File: config.mk
export PLATFORM = sky130hd
export DESIGN_NAME = triple_burst_sender
export DESIGN_NICKNAME = d
export VERILOG_FILES = /design/src/rtl/triple_burst_sender.sv
export SDC_FILE = /design/constraint.sdc
export NUM_CORES = 2
export LEC_CHECK = 0
export ABC_AREA = 0
export ABC_CLOCK_PERIOD_IN_PS = 6400
export CORE_ASPECT_RATIO = 0.5
export CORE_UTILIZATION = 45
export DETAILED_ROUTE_END_ITERATION = 10
export PLACE_DENSITY = 0.73
export SLEW_MARGIN = 5
export SYNTH_ARGS = -nofsm -noshare
export SYNTH_HDL_FRONTEND = slang
export SYNTH_SLANG_ARGS = --single-unit
File: constraint.sdc
create_clock -name clk -period 6.4 [get_ports clk]
set_input_delay 1.28 -clock clk [delete_from_list [all_inputs] [get_ports clk]]
set_output_delay 1.28 -clock clk [all_outputs]
set_load 0.03 [all_outputs]
File: src/rtl/triple_burst_sender.sv
// Sends three operands to a MAC datapath on consecutive cycles, then waits for
// the result and checks it against a*b+c. The wait is bounded by a timeout.
module triple_burst_sender #(
  parameter int unsigned TIMEOUT_CYCLES = 8
) (
  input  logic        clk,
  input  logic        rst_,
  input  logic        start,
  input  logic [31:0] a_in,
  input  logic [31:0] b_in,
  input  logic [31:0] c_in,
  output logic        validi,
  output logic [31:0] data_in,
  input  logic        valido,
  input  logic [31:0] data_out,
  output logic        busy,
  output logic        done,
  output logic [31:0] result,
  output logic        err,
  output logic        timeout
);

  typedef enum logic [2:0] {
    IDLE,
    SEND_A,
    SEND_B,
    SEND_C,
    WAIT
  } state_t;

  localparam logic [7:0] TO_LIM = 8'(TIMEOUT_CYCLES);

  state_t      state_q, state_d;
  logic [31:0] a_q, b_q, c_q;
  logic [31:0] a_d, b_d, c_d;
  logic [31:0] exp_q, exp_d;
  logic [7:0]  cnt_q, cnt_d;
  logic        validi_d;
  logic [31:0] data_in_d;
  logic        done_d, err_d, timeout_d;
  logic [31:0] result_d;

  always_comb begin
    state_d   = state_q;
    a_d       = a_q;
    b_d       = b_q;
    c_d       = c_q;
    exp_d     = exp_q;
    cnt_d     = cnt_q;
    result_d  = result;
    validi_d  = 1'b0;
    data_in_d = '0;
    done_d    = 1'b0;
    err_d     = 1'b0;
    timeout_d = 1'b0;
    unique case (state_q)
      IDLE: begin
        if (start) begin
          a_d       = a_in;
          b_d       = b_in;
          c_d       = c_in;
          state_d   = SEND_A;
          validi_d  = 1'b1;
          data_in_d = a_in;
        end
      end
      SEND_A: begin
        state_d   = SEND_B;
        validi_d  = 1'b1;
        data_in_d = b_q;
        exp_d     = a_q * b_q + c_q;
      end
      SEND_B: begin
        state_d   = SEND_C;
        validi_d  = 1'b1;
        data_in_d = c_q;
      end
      SEND_C: begin
        state_d = WAIT;
        // the first WAIT cycle counts as 1
        cnt_d   = 8'd1;
      end
      WAIT: begin
        if (valido) begin
          result_d = data_out;
          done_d   = 1'b1;
          err_d    = (data_out != exp_q);
          state_d  = IDLE;
          cnt_d    = '0;
        end else if (cnt_q == TO_LIM) begin
          timeout_d = 1'b1;
          state_d   = IDLE;
          cnt_d     = '0;
        end else begin
          cnt_d = cnt_q + 8'd1;
        end
      end
      default: state_d = IDLE;
    endcase
  end

  always_ff @(posedge clk or negedge rst_) begin
    if (!rst_) begin
      state_q <= IDLE;
      a_q     <= '0;
      b_q     <= '0;
      c_q     <= '0;
      exp_q   <= '0;
      cnt_q   <= '0;
      validi  <= 1'b0;
      data_in <= '0;
      busy    <= 1'b0;
      done    <= 1'b0;
      err     <= 1'b0;
      timeout <= 1'b0;
      result  <= '0;
    end else begin
      state_q <= state_d;
      a_q     <= a_d;
      b_q     <= b_d;
      c_q     <= c_d;
      exp_q   <= exp_d;
      cnt_q   <= cnt_d;
      validi  <= validi_d;
      data_in <= data_in_d;
      busy    <= (state_d != IDLE);
      done    <= done_d;
      err     <= err_d;
      timeout <= timeout_d;
      result  <= result_d;
    end
  end

endmodule

---- Word level (Yosys, flattened, before mapping) ----
Index checks and enable logic that the tools add are counted.
operators by class
  $add $sub $neg .......................... 2
  multiply operators ...................... 1
  equal/unequal tests ..................... 6
  mux-type cells .......................... 18
  reduce and logical (&&, ||, !) cells .... 6
operators with widths
  kind                                                                    number
  32-bit case mux with 3 select lines                                     1
  32-bit adder                                                            1
  32-bit by 32-bit multiplier with 32-bit output                          1
  32-bit two-way mux                                                      1
  32-bit inequality test                                                  1
  8-bit two-way mux                                                       2
  8-bit case mux with 2 select lines                                      1
  3-bit case mux with 5 select lines                                      1
  3-bit two-way mux                                                       3
  8-bit by 1-bit adder with 8-bit output (second input constant)          1
  8-bit by 4-bit equality test with 1-bit output (second input constant)  1
  1-bit two-way mux                                                       8
  3-bit by 2-bit equality test with 1-bit output (second input constant)  2
  2-bit AND reduction                                                     2
  3-bit by 1-bit equality test with 1-bit output (second input constant)  1
  3-bit equality test (second input constant)                             1
  3-bit logical NOT                                                       1
  3-bit nonzero test                                                      1
  1-bit case mux with 2 select lines                                      1
  2-bit nonzero test                                                      1
  2-bit OR reduction                                                      1
word-level totals
  bits in registers ....................... 208
  input port bits ......................... 132
  output and inout port bits .............. 69
  logic and storage cells ................. 46

---- Longest topological paths before layout ----
  depth after elaboration ................. 5
  mapped depth ............................ 29
  mapped depth without buffers ............ 27

---- Worst setup path before layout ----
Ideal clock, no wire load.
  kind .................................... reg2reg
  start point ............................. register b_q[6]
  end point ............................... register exp_q[28]
  library setup time ...................... 0.135 ns
  arrival time ............................ 6.665 ns
  required time ........................... 6.265 ns
  path slack .............................. -0.400 ns
  stages on the path, launching flop included .. 26
  buffers on the path ..................... 2
  clock period less this slack ............ 6.800 ns
  cell sequence ........................... dfrtp_1 clkbuf_1 clkbuf_1 and2_1 fa_1 fa_1 fa_1 inv_1 fa_1 inv_1 fa_1 fa_1 fa_1 inv_1 fa_1 inv_1 ha_1 a21o_1 a21oi_1 o21ai_0 a22oi_1 a211oi_1 or3_1 a21oi_1 xor2_1 o21ai_0
on the way
  longest elaborated chain between the ends .. 2
ends and longest elaborated chain
  element                                         line  RTL
  start, declared                                 34    logic [31:0] a_q, b_q, c_q;
  start signal, assigned                          106   b_q <= '0;
  start signal, assigned                          120   b_q <= b_d;
  32-bit by 32-bit multiplier with 32-bit output  71    exp_d = a_q * b_q + c_q;
  32-bit adder                                    71
  end signal, assigned                            122   exp_q <= exp_d;
  end, declared                                   36    logic [31:0] exp_q, exp_d;
No other way between the ends.
A chain may end at the register's enable or synchronous reset.

---- Worst setup path after layout ----
  start point ............................. register b_q[2]
  end point ............................... register exp_q[29]
The elaborated chain is that of the path after synthesis.

==> results by group <==
Run status
  • Outcome: finished, violations left
  • Failing checks: setup timing

Min path
  • Class of the worst hold path: reg -> reg
  • Worst hold start: c_q[30]
  • Hold depth: 2
  • Worst min-delay path endpoint: data_in[30]

Floorplan
  • Die area: 0.0567 mm^2
  • Core ar.: ~0.054 mm^2
  • Die H: between 150 and 200 um
  • IO Pins: 201
  • Die width: 336 um
  • Row count: 60
  • Initial Util: 0.461

Synth
  • Synthesized instance count: about 2700
  • Ys Warns: 0
  • Most used DFF post-synth: dfrtp_1
  • Post-synth EDFFs: 0
  • Register area share after synthesis: 0.208
  • Mapped cell area: about 0.025 mm^2
  • Yosys reg bits: 208
  • Async S/R FF share, synth: 1.00
  • Synth Net Count: between 3000 and 4000
  • Yosys cell types: 56
  • Post-Syn Area per Cell: 9.41 um^2

Setup path
  • R2r endpoint: exp_q[29]
  • CP Launch Type: flop
  • Arr. time, crit path: 7.23 ns
  • Worst-path maximum fanout: 6
  • WS Path Type: reg -> reg
  • R2R setup slack: -0.45 ns
  • Buf+Inv Stages, Crit Path: 8
  • Largest stage delay, worst path: 0.54 ns
  • Crit-path slowest cell: fa_1
  • CP most frequent cell: fa_1
  • Worst reg-to-reg path cell count: 25
  • CP Data Required Time: between 6 and 7 ns
  • CP Capture Type: flop
  • CP top delay family: adder cells
  • Crit Reg-Reg Startpoint: b_q[2]

Timing
  • Setup WS post-layout: -0.452 ns
  • Final Max Tran Viols: 0
  • Clk_skew: 0.0475 ns
  • Max_slew headroom: 0.317
  • Final worst-path cycle share: 1.07
  • Tmin final: about 7 ns
  • RSZ-0062 raised after global routing: yes
  • Final setup violation count: 15
  • Slew @ Worst Pin: slightly above 1 ns
  • Final hold violations: 0
  • FMAX: ~0.15 GHz

Clocking
  • TritonCTS clock tree: built
  • Worst-skew pair later-pin latency: a little under 0.6 ns
  • Total CTS buffers: 23
  • Clk buf depth: 3
  • Clock Pin Slew Worst Setup and Hold Paths: 0.07 ns
  • Post-CTS Hold Fix Bufs: 0
  • H-tree lvl count: 1
  • Clock sinks: roughly 210
  • Clk root buf: clkbuf_16

Drt
  • Via count: 19300
  • Pre-antenna DRT Iters: 7
  • DRT iter0 DRCs: 1404
  • Routed WL per cell: 19.3 um
  • Drt drc: 0
  • Final WL: 73100 um
  • Vias/cell: approximately 5
  • Final ANT Viol Nets: 0

GRT
  • Global-route wire length before repair: 114000 um
  • Total grt overflow: 0
  • Largest net degree at the start of global routing: roughly 150
  • Gr usage total: 0.264
  • Initial antenna violation count: 1
  • Number of global-route vias before repair: 20700

Placement
  • Dpl hpwl: 57700 um
  • IO Port Bufs: 200
  • GPL Wtd Cong: 0.902

Finish
  • Commonest non-fill, non-tap cells in the layout: inv_1, nand2_1, fa_1
  • Commonest non-fill, non-tap cell in the layout: inv_1
  • Nets: 3734
  • Final Core Density: 0.578
  • Layout cell share with drive strength beyond 1: 0.168
  • Layout area overhead: 25.2%

Flow run
  • Max_cap viols: 0
-- cells by family after synthesis --
logic type      count (synthesis)  synth area share
compound gates                157            0.0457
xor+xnor                      121            0.0423
fa+ha+maj                     564             0.413
buf+inv                       672             0.101
flops                         208             0.208
mux                            32            0.0144
simple gates                  912             0.177
-- Yosys cell counts (all sizes together) (3+ instances only) --
master	instances	area (um^2)
nand4	11	68.8
o21a	6	45.0
a222oi	32	320
clkbuf	138	518
dfrtp	208	5200
a211oi	6	55.1
or3	4	25.0
xnor2	99	867
and4	3	28.8
nor2	17	63.8
nand3	13	65.1
and3	3	18.8
fa	438	8770
ha	126	1580
nor4	3	18.8
o31ai	3	22.5
and2	349	2180
inv	533	2000
nand2	495	1860
a21o	13	97.6
nand2b	3	18.8
xor2	22	193
mux2	32	360
a21oi	19	95.1
o21bai	3	22.5
o21ai	55	275
-- worst max path at each step --
stage,start,to,cells past startpoint
2_1_floorplan,b_q[6],exp_q[28],27
3_3_place_gp,b_q[4],exp_q[31],23
3_5_place_dp,b_q[3],exp_q[24],23
4_1_cts,b_q[3],exp_q[31],24
5_1_grt,b_q[2],exp_q[30],27
6_report,b_q[2],exp_q[29],25
-- per-stage QoR --
step           hold WS [ns]  setup TNS (ns)  instances  instance area (um^2)  setup WS, ns
6_report              0.491           -4.08       3798                 31400        -0.452
5_1_grt               0.515           -8.08       3797                 31400        -0.671
4_1_cts               0.492           -3.27       3786                 31100        -0.383
3_5_place_dp          0.478           -6.26       3706                 29600        -0.610
3_3_place_gp          0.467           -4.61       3706                 29600        -0.463
2_1_floorplan         0.446          -0.301       2666                 25300        -0.109
-- state kept, by name, indices dropped and copies added, names as in the netlist --
| signal | cells |
|---|---|
| validi | 1 |
| state_q | 3 |
| data_in | 32 |
| done | 1 |
| result | 32 |
| exp_q | 32 |
| cnt_q | 8 |
| a_q | 32 |
| err | 1 |
| b_q | 32 |
| timeout | 1 |
| busy | 1 |
| c_q | 32 |
-- worst reg2reg max path, stage by stage (launching register included) --
cell	delay [ns]
dfrtp_2	0.49
buf_6	0.16
and2_1	0.15
fa_1	0.53
inv_1	0.05
fa_1	0.49
inv_1	0.06
fa_1	0.49
inv_2	0.05
fa_1	0.54
inv_1	0.06
fa_1	0.50
fa_1	0.50
fa_1	0.50
inv_1	0.05
fa_1	0.53
inv_2	0.06
ha_4	0.24
a211oi_4	0.24
o32ai_4	0.12
nor2_2	0.14
o221ai_2	0.14
o22ai_2	0.23
buf_4	0.15
xor2_1	0.12
o21ai_0	0.08
-- timing repair --
action	in CTS	in global routing
pin swaps	36	45
setup endpoints to repair	18	20
gates resized for setup	116	46
buffers inserted	41	11
-- per-layer routing --
metal	routed length, um	share of wire	vias up	GRT usage
li1	-	-	8651	-
met1	29400	0.40	9768	0.340
met2	35300	0.48	677	0.447
met3	5500	0.075	158	0.0483
met4	2980	0.041	0	0.0983
met5	0	0	-	0
-- area by class of cell --
cell class                 count  area (um^2)
antenna                        1         2.50
clock buffer                  28          644
clock inverter                12          184
fill                        4531        22900
inverter                     533         2000
multi-input combinational   1786        17900
sequential                   208         5230
tap                          744          931
timing repair buffer         486         4470
Power is left out: the tool's default activity adds up to more than one toggle a clock period on the data nets, which glitch-free logic cannot reach.
